**src/rtl/if_pkg.sv**
```systemverilog
// if_pkg: shared types and constants for the instruction-fetch stage.
package if_pkg;
    localparam int PC_W = 32;
    localparam int INST_W = 32;
    localparam int PC_INC = 4;
    typedef enum logic [1:0] {BOOT, RUN, HALTED} fetch_state_e;
    typedef struct packed {
        logic [PC_W-1:0]   pc;
        logic [INST_W-1:0] inst;
    } fetch_entry_t;
endpackage

```
**src/rtl/if_fetch_if.sv**
```systemverilog
// if_fetch_if: memory request bus, redirect/halt controls and decode handshake of the fetch stage.
interface if_fetch_if #(
    parameter int ADSize = 16,
    parameter int DASize = 32,
    parameter int PCSize = 32
);
    logic              IM_enable;
    logic              IM_write;
    logic [ADSize-1:0] IM_address;
    logic [DASize-1:0] IM_in;
    logic [DASize-1:0] IM_out;
    logic              redirect_valid;
    logic [PCSize-1:0] redirect_pc;
    logic              halt;
    logic              id_valid;
    logic              id_ready;
    logic [DASize-1:0] id_inst;
    logic [PCSize-1:0] id_pc;
    modport master (
        output IM_enable, IM_write, IM_address, IM_in, id_valid, id_inst, id_pc,
        input  IM_out, redirect_valid, redirect_pc, halt, id_ready
    );
    modport slave (
        input  IM_enable, IM_write, IM_address, IM_in, id_valid, id_inst, id_pc,
        output IM_out, redirect_valid, redirect_pc, halt, id_ready
    );
endinterface

```
**src/rtl/if_fetch_buf.sv**
```systemverilog
// if_fetch_buf: power-of-two FIFO of fetch entries; flush wins over push and pop.
module if_fetch_buf
    import if_pkg::*;
#(
    parameter  int DEPTH = 2,
    localparam int AW = $clog2(DEPTH),
    localparam int CW = AW + 1
) (
    input  logic         clk,
    input  logic         rst,
    input  logic         push,
    input  logic         pop,
    input  logic         flush,
    input  fetch_entry_t din,
    output fetch_entry_t head,
    output logic [CW-1:0] count
);
    fetch_entry_t   mem [DEPTH];
    logic [AW-1:0]  rd_ptr, wr_ptr;

    always_ff @(posedge clk) begin
        if (!rst || flush) begin
            rd_ptr <= '0;
            wr_ptr <= '0;
            count  <= '0;
        end else begin
            rd_ptr <= rd_ptr + AW'(pop);
            wr_ptr <= wr_ptr + AW'(push);
            count  <= count + CW'(push) - CW'(pop);
        end
    end

    always_ff @(posedge clk) begin
        if (push && !flush) mem[wr_ptr] <= din;
    end

    assign head = mem[rd_ptr];
endmodule

```
**src/rtl/if_fetch.sv**
```systemverilog
// if_fetch: PC holder issuing one memory read per cycle into a credit-checked buffer feeding decode.
// Define IF_PERF_EN to add saturating handshake/stall counters.
module if_fetch
    import if_pkg::*;
#(
    parameter int          ADSize    = 16,
    parameter int          DASize    = INST_W,
    parameter int          PCSize    = PC_W,
    parameter logic [31:0] RESET_PC  = 32'h0000_0000,
    parameter int          BUF_DEPTH = 2
) (
    input  logic        clk,
    input  logic        rst,
    if_fetch_if.master  bus
`ifdef IF_PERF_EN
    ,
    output logic [31:0] perf_fetch_cnt,
    output logic [31:0] perf_stall_cnt
`endif
);
    localparam int CW = $clog2(BUF_DEPTH) + 1;

    fetch_state_e      state, state_nx;
    logic [PCSize-1:0] pc, req_pc;
    logic              req_v, pop, credit_ok, issue, redirect, id_valid;
    logic [CW:0]       occ;
    logic [CW-1:0]     count;
    fetch_entry_t      head;

    assign redirect = bus.redirect_valid;
    assign id_valid = count != '0;

    // Credit counts the in-flight request so a returning word always has a slot.
    always_comb begin
        state_nx  = (state == BOOT) ? RUN : (bus.halt ? HALTED : RUN);
        pop       = id_valid && bus.id_ready;
        occ       = {1'b0, count} + (CW+1)'(req_v) - (CW+1)'(pop);
        credit_ok = occ < (CW+1)'(BUF_DEPTH);
        issue     = state == RUN && !bus.halt && !redirect && credit_ok;
    end

    always_ff @(posedge clk) begin
        state <= !rst ? BOOT : state_nx;
    end

    always_ff @(posedge clk) begin
        if (!rst) begin
            pc             <= PCSize'(RESET_PC);
            req_v          <= 1'b0;
            req_pc         <= '0;
            bus.IM_address <= '0;
        end else begin
            req_v <= issue;
            if (issue) begin
                req_pc         <= pc;
                bus.IM_address <= pc[ADSize+1:2];
            end
            pc <= redirect ? {bus.redirect_pc[PCSize-1:2], 2'b00} : issue ? pc + PCSize'(PC_INC) : pc;
        end
    end

    if_fetch_buf #(.DEPTH(BUF_DEPTH)) u_buf (
        .clk   (clk),
        .rst   (rst),
        .push  (req_v),
        .pop   (pop),
        .flush (redirect),
        .din   ('{pc: req_pc, inst: bus.IM_out}),
        .head  (head),
        .count (count)
    );

    assign bus.IM_enable = req_v;
    assign bus.IM_write  = 1'b0;
    assign bus.IM_in     = '0;
    assign bus.id_valid  = id_valid;
    assign bus.id_inst   = id_valid ? head.inst : '0;
    assign bus.id_pc     = id_valid ? head.pc : '0;

`ifdef IF_PERF_EN
    always_ff @(posedge clk) begin
        if (!rst) begin
            perf_fetch_cnt <= '0;
            perf_stall_cnt <= '0;
        end else begin
            if (pop && !redirect && !(&perf_fetch_cnt)) perf_fetch_cnt <= perf_fetch_cnt + 32'd1;
            if (state == RUN && !bus.halt && !redirect && !credit_ok && !(&perf_stall_cnt))
                perf_stall_cnt <= perf_stall_cnt + 32'd1;
        end
    end
`endif
endmodule

```
**src/flat_wrapper.sv**
```systemverilog
// flat-port wrapper written by rule: the top's interface ports become plain ports
module if_fetch_flat import if_pkg::*;
#(
    parameter int          ADSize    = 16,
    parameter int          DASize    = INST_W,
    parameter int          PCSize    = PC_W,
    parameter logic [31:0] RESET_PC  = 32'h0000_0000,
    parameter int          BUF_DEPTH = 2
)
  (clk, rst, bus_IM_enable, bus_IM_write, bus_IM_address, bus_IM_in, bus_id_valid, bus_id_inst, bus_id_pc, bus_IM_out, bus_redirect_valid, bus_redirect_pc, bus_halt, bus_id_ready);
  if_fetch_if #(.ADSize(ADSize), .DASize(DASize), .PCSize(PCSize)) bus_i ();
  input  logic clk;
  input  logic rst;
  output wire logic [$bits(bus_i.IM_enable)-1:0] bus_IM_enable;
  output wire logic [$bits(bus_i.IM_write)-1:0] bus_IM_write;
  output wire logic [$bits(bus_i.IM_address)-1:0] bus_IM_address;
  output wire logic [$bits(bus_i.IM_in)-1:0] bus_IM_in;
  output wire logic [$bits(bus_i.id_valid)-1:0] bus_id_valid;
  output wire logic [$bits(bus_i.id_inst)-1:0] bus_id_inst;
  output wire logic [$bits(bus_i.id_pc)-1:0] bus_id_pc;
  input wire logic [$bits(bus_i.IM_out)-1:0] bus_IM_out;
  input wire logic [$bits(bus_i.redirect_valid)-1:0] bus_redirect_valid;
  input wire logic [$bits(bus_i.redirect_pc)-1:0] bus_redirect_pc;
  input wire logic [$bits(bus_i.halt)-1:0] bus_halt;
  input wire logic [$bits(bus_i.id_ready)-1:0] bus_id_ready;
  assign bus_IM_enable = bus_i.IM_enable;
  assign bus_IM_write = bus_i.IM_write;
  assign bus_IM_address = bus_i.IM_address;
  assign bus_IM_in = bus_i.IM_in;
  assign bus_id_valid = bus_i.id_valid;
  assign bus_id_inst = bus_i.id_inst;
  assign bus_id_pc = bus_i.id_pc;
  assign bus_i.IM_out = bus_IM_out;
  assign bus_i.redirect_valid = bus_redirect_valid;
  assign bus_i.redirect_pc = bus_redirect_pc;
  assign bus_i.halt = bus_halt;
  assign bus_i.id_ready = bus_id_ready;
  if_fetch #(.ADSize(ADSize), .DASize(DASize), .PCSize(PCSize), .RESET_PC(RESET_PC), .BUF_DEPTH(BUF_DEPTH)) u_core (.clk(clk), .rst(rst), .bus(bus_i));
endmodule
```
**config.mk**
```make
export PLATFORM = sky130hd
export DESIGN_NAME = if_fetch_flat
export DESIGN_NICKNAME = d
export VERILOG_FILES = /design/src/rtl/if_pkg.sv /design/src/rtl/if_fetch_if.sv /design/src/rtl/if_fetch_buf.sv /design/src/rtl/if_fetch.sv /design/src/flat_wrapper.sv
export SDC_FILE = /design/constraint.sdc
export NUM_CORES = 1
export LEC_CHECK = 0
export CAP_MARGIN = 5
export CORE_MARGIN = 2
export CORE_UTILIZATION = 50
export DETAILED_ROUTE_END_ITERATION = 7
export GPL_TIMING_DRIVEN = 0
export MAX_ROUTING_LAYER = met4
export PLACE_DENSITY = 0.8
export SYNTH_ARGS = -nofsm -noshare
export SYNTH_HDL_FRONTEND = slang
export SYNTH_SLANG_ARGS = --single-unit
export TNS_END_PERCENT = 5
```
**constraint.sdc**
```tcl
create_clock -name clk -period 7.8 [get_ports clk]
set_clock_uncertainty 0.05 [all_clocks]
set_input_delay 1.17 -clock clk [delete_from_list [all_inputs] [get_ports clk]]
set_output_delay 1.17 -clock clk [all_outputs]
set_load 0.05 [all_outputs]
```
# Yosys cells after proc, flatten, opt, wreduce, memory -nomap -nowiden
# Memories as Yosys holds them, arrays and structs flattened. A register that Yosys moved wholly into a read port is not among the register bits.
# Index checks and enable logic that the tools add are counted.
# word_totals
ff_bits,87
ram_bits,128
inputBits,69
out_inout_bits,115
elab_cells,44
memories,1
# mem_list
memory,words,word_bits,rd,rd_clocked_by_memory_dff,write_ports,line,source
u_core.u_buf.mem,2,64,1,1,1,if_fetch_buf.sv:18,fetch_entry_t mem [DEPTH];
# classes
addsub,7
order_cmp,1
eq_ne,1
n_mux,9
bitwise_logic,1
n_reduce_logical,14
# ops
operator,count
two-way mux 32 bit,4
"adder 32 x 3 -> 32 bit, second input constant",1
logical AND 1 bit,5
two-way mux 1 bit,4
nonzero test 2 bit,2
OR reduction 2 bit,2
adder 2 x 1 -> 3 bit,1
logical NOT 1 bit,3
"< comparator 3 x 2 -> 1 bit, second input constant",1
subtractor 3 x 1 -> 3 bit,1
adder 1 bit,2
adder 2 x 1 -> 2 bit,1
"equality test 2 x 1 -> 1 bit, second input constant",1
logical NOT 2 bit,1
two-way mux 2 bit,1
subtractor 2 x 1 -> 2 bit,1
logical OR 1 bit,1
NOT 1 bit,1

# Depth between registers and ports, before layout
# depth
depth_word,7
ltp_mapped,14
mapped_depth_nobuf,12

# Cells and area by module
# Synthesis repeated with hierarchy kept, for this count alone.
# hier_totals
cells_unflattened,728
area_unflattened_um2,8862.2
# modules_own_cells
module,instances,cells_each,area_each_um2,seq_area_each_um2
if_fetch_buf,1,218,5014.8,3923.8
if_fetch,1,510,3847.4,1261.2

# Worst setup path after synthesis
# No wires, ideal clock.
# synth_timing
path_kind,input to register
from,in bus_redirect_valid
to,mem u_core.u_buf.mem[0][0] (netlist bit) (enable)
setup_ns,0.558
arrival_ns,5.631
required_time_ns,7.192
path_slack_ns,1.560
cell_stages,2
path_buffers,1
path_cell_list,clkbuf_1 nor3_1
# synth_between
elab_chain_cells,4
# synth_lines
item,line,source
from (decl),flat_wrapper.sv:22,input wire logic [$bits(bus_i.redirect_valid)-1:0] bus_redirect_valid;
logical NOT 1 bit,if_fetch_buf.sv:34,if (push && !flush) mem[wr_ptr] <= din;
logical AND 1 bit,if_fetch_buf.sv:34,
two-way mux 1 bit,if_fetch_buf.sv:34,
two-way mux 1 bit (implied by the code),if_fetch_buf.sv:34,
to (decl),if_fetch_buf.sv:18,
# Every way passes these cells.

# Worst setup path after layout
# layout_timing
from,reg u_core.u_buf.count[1]
to,reg u_core.pc[18]
# layout_between
elab_chain_cells,6
elab_cells_between_ends,7
cone_classes,add/sub (2); order compare (1); reduce/logical (4)
# layout_lines
item,line,source
from (decl),if_fetch_buf.sv:16,output logic [CW-1:0] count
from (signal assigned),if_fetch_buf.sv:29,count <= count + CW'(push) - CW'(pop);
"parallel branches: the longest is 2 deep, another holds adder 2 x 1 -> 3 bit",--,
subtractor 3 x 1 -> 3 bit (*),if_fetch.sv:37,"occ = {1'b0, count} + (CW+1)'(req_v) - (CW+1)'(pop);"
named net u_core.occ[1],if_fetch.sv:26,logic [CW:0] occ;
< comparator 3 x 2 -> 1 bit (*),if_fetch.sv:38,credit_ok = occ < (CW+1)'(BUF_DEPTH);
logical AND 1 bit (*),if_fetch.sv:39,issue = state == RUN && !bus.halt && !redirect && credit_ok;
nonzero test 2 bit (no line) (*),--,
to (signal assigned),if_fetch.sv:48,pc <= PCSize'(RESET_PC);
to (signal assigned),if_fetch.sv:58,"pc <= redirect ? {bus.redirect_pc[PCSize-1:2], 2'b00} : issue ? pc + PCSize'(PC_INC) : pc;"
to (decl),if_fetch.sv:24,"logic [PCSize-1:0] pc, req_pc;"
# Mark *: on every way through the listed nets, which the timed path passes.
# A chain may end at the register's enable or synchronous reset.

==> flow_summary.toml <==
[final_layout]
final_cells = 1123
layout-drive-gt1-share_pct = 11.6
diodes = 0
layout.nets = 967
fillCellCount = 1233
syn_to_final_growth_pct = 31.2

[worst_setup_path]
crit_fanout = 9
worst-setup-path-type = "flip-flop to flip-flop"
r2r_cells = 12
end_kind = "flip-flop"
required_ns = 8.10
crit_path_start_kind = "flip-flop"
worstPathArrival_ns = 4.54

[clock_network]
root_buffer = "clkbuf_16"
clk_latency_ns = 0.43
numCtsBuffers = 17
cts_hold_buf = 0
cts_setup_buffers = 0
cts_sinks = 191
h-tree-depth = 4
tritoncts = "built"
clk_pin_slew_worst_paths_ns = 0.07
cts-resized-gates = 0
clock_path_buffers = 2

[power_and_ir_drop]
intPower_mw = 1.63
seqPwrFrac_pct = 51.9
netSwitchingFraction_pct = 23.8
p_leak_nw = 3.64
power.switching_uw = 508
power.density_mw_per_mm2 = 202
p_clk_share_pct = 39.5
p_total_mw = 2.14
pwr-share-comb_pct = 8.7
peakVddDrop_mv = 0.163

[drt]
drt_pre_antenna_iters = 5
antenna_left = 0
route.detailed.drc = 0
vias_per_cell = 4.93
drt_wl_total_mm = 17.6
drtIter0Drc = 320
routedWlPerCell_um = 15.6
vias = 5534

[global_routing]
grt_first_pass_wirelength_mm = 26.5
gr-usage-all-layers_pct = 21.2
grt_pass1_vias = 5228
grt_max_degree = 63
antenna_found_initial = 0
overflow = 0

[floorplan]
die_height_um = 131
rows = 46
die_x_um = 131
start_util_pct = 50.9
core_area_mm2 = 0.0158
dieArea_mm2 = 0.0172
io_pins = 184

[run_status]
status = "finished clean"

[min_path]
min_path_cells = 0
hold_path_class = "flip-flop to flip-flop"

[sta]
worstMarginPinSlew_ns = 0.918
hold_viol_final = 0
fin_tns_setup_ns = 0
rsz0062_at_grt = "no"
drv_slew = 0
post-route-period-util_pct = 54.4
final-setup-viol-count = 0
timing.hold.ws_ns = 0.409
slew_headroom_pct = 38.8
period_needed_ns = 4.25
max_freq_mhz = 236

[synthesis]
ys_ff_latch = 191
yosysTopAreaCell = "edfxtp_1"
yosysSeqAreaShare_pct = 62.8
synth_area_per_cell_um2 = 11.7
netlist_area_mm2 = 0.00806
yosysTopAreaCellShare_pct = 46.2
syn_inst = 689
ys_top_cells_by_area = "edfxtp_1 46%, dfxtp_1 17%, mux2i_1 7.9%, buf_4 4.7%, nand2_1 3.7%"
ys_types = 41
ys_warn_count = 0

[placement]
gp_congestion = 0.938
place_inst = 1091
io_buffers = 146
post-dp-hpwl_mm = 12.8

[flow_run]
maxCapViolCount = 0
cell usage in the layout (no fill, tap or decap), drive strengths merged, types with 6 or more instances in the layout:
| cell | Yosys | final |
|---|---|---|
| clkdlybuf4s50 | 0 | 146 |
| edfxtp | 124 | 124 |
| nand2 | 79 | 79 |
| nor2 | 79 | 79 |
| dfxtp | 67 | 67 |
| buf | 60 | 66 |
| mux2i | 64 | 64 |
| a21oi | 48 | 48 |
| clkbuf | 25 | 43 |
| conb | 1 | 35 |
| o21ai | 24 | 24 |
| xnor2 | 16 | 16 |
| inv | 9 | 16 |
| xor2 | 13 | 13 |
| nand3 | 13 | 13 |
| nand4 | 9 | 9 |
| and2 | 8 | 8 |
| and3 | 8 | 8 |
| a31oi | 7 | 7 |
| clkinv | 1 | 7 |
| nor3 | 6 | 6 |
| nor4 | 6 | 6 |
path summary, 6_finish.rpt:
kind,from,end,slack (ns)
setup / recovery,u_core.u_buf.count[1],u_core.pc[18],3.55
hold / removal,u_core.req_pc[28],u_core.u_buf.mem[0][60],0.41
setup reg to reg,u_core.u_buf.count[1],u_core.pc[18],3.55
hold reg to reg,u_core.req_pc[28],u_core.u_buf.mem[0][60],0.41
synth_stat cells:
cell / n
o2bb2ai_1: 1
clkinv_1: 1
inv_1: 9
buf_2: 4
o311ai_0: 1
nand4_1: 8
a211oi_1: 1
nand2_1: 79
a21oi_1: 48
o22ai_1: 5
and3_1: 8
and2_1: 8
nor4_1: 2
a31oi_1: 7
dfxtp_1: 67
nor3_1: 5
xor2_1: 13
nand3_2: 1
a311oi_1: 1
o21ai_0: 24
nand4_2: 1
clkbuf_1: 25
nor4_2: 4
or3_1: 2
buf_1: 4
nand3_1: 12
ha_1: 3
or4b_4: 1
and4_1: 3
fa_1: 1
buf_4: 51
xnor2_1: 16
mux2i_1: 64
nor2_4: 1
conb_1: 1
or2_1: 1
nor2_1: 78
or4_1: 2
nor3_4: 1
buf_6: 1
edfxtp_1: 124
per-layer routing:
layer	wire length, um	vias to the layer above	GRT usage, %
met5	0	-	-
met4	192	0	7.13
met3	935	18	4.32
met2	8850	179	34.7
met1	7590	2576	26.3
li1	-	2761	-
critical path: stages (launching register included):
cell,delay [ns]
dfxtp_1,0.34
nor2_1,0.70
inv_1,0.12
and2_1,0.25
ha_1,0.29
inv_1,0.04
ha_1,0.18
fa_1,0.49
or4b_4,0.56
nor3_4,0.45
nand4_2,0.19
or3_1,0.35
a31oi_1,0.16
registers in the layout, summed over array words and instances (netlist names):
signal,count
u_core.u_buf.wr_ptr,1
u_core.state,2
u_core.bus.IM_address,15
u_core.pc,30
u_core.u_buf.mem,124
u_core.req_pc,15
u_core.u_buf.rd_ptr,1
u_core.bus.IM_enable,1
u_core.u_buf.count,2
through the flow:
step / setup WS (ns) / util, % / cell area [um2]
2_1_floorplan: 1.56 / - / 8190
3_3_place_gp: -1.34 / 62.7 / 9920
3_5_place_dp: 3.26 / 63.2 / 10000
4_1_cts: 3.51 / 66.8 / 10600
5_1_grt: 3.34 / 66.8 / 10600
6_report: 3.55 / 66.8 / 10600
logic make-up after synthesis:
group                    after synthesis  synth area share (%)
AO/OA/AOI/OAI                         88                  5.82
XOR/XNOR                              29                  3.15
adder cells (fa/ha/maj)                4                 0.714
buffers and inverters                 95                  6.95
flip-flops                           191                  62.8
multiplexers                          64                  7.95
other                                  1                0.0465
AND/OR/NAND/NOR                      217                  12.5
power groups by stage:
stage	combinational [mW]	sequential, mW	clock [mW]
floorplan	0.120	1.13	0
global placement	0.181	1.13	0
detailed placement	0.184	1.13	0
CTS	0.185	1.11	0.853
global route	0.198	1.11	0.893
finish	0.185	1.11	0.843
area by class of cell:
cell class,instances,area (um2),share of cell area (%)
Sequential cell,191,5060,47.9
Tap cell,216,270,2.56
Buffer,85,523,4.94
Timing Repair Buffer,152,1530,14.5
Clock buffer,18,450,4.26
Clock inverter,14,129,1.22
Inverter,10,37.5,0.355
Multi-Input combinational cell,437,2570,24.3
No activity file was read; power rests on OpenSTA's default activity.
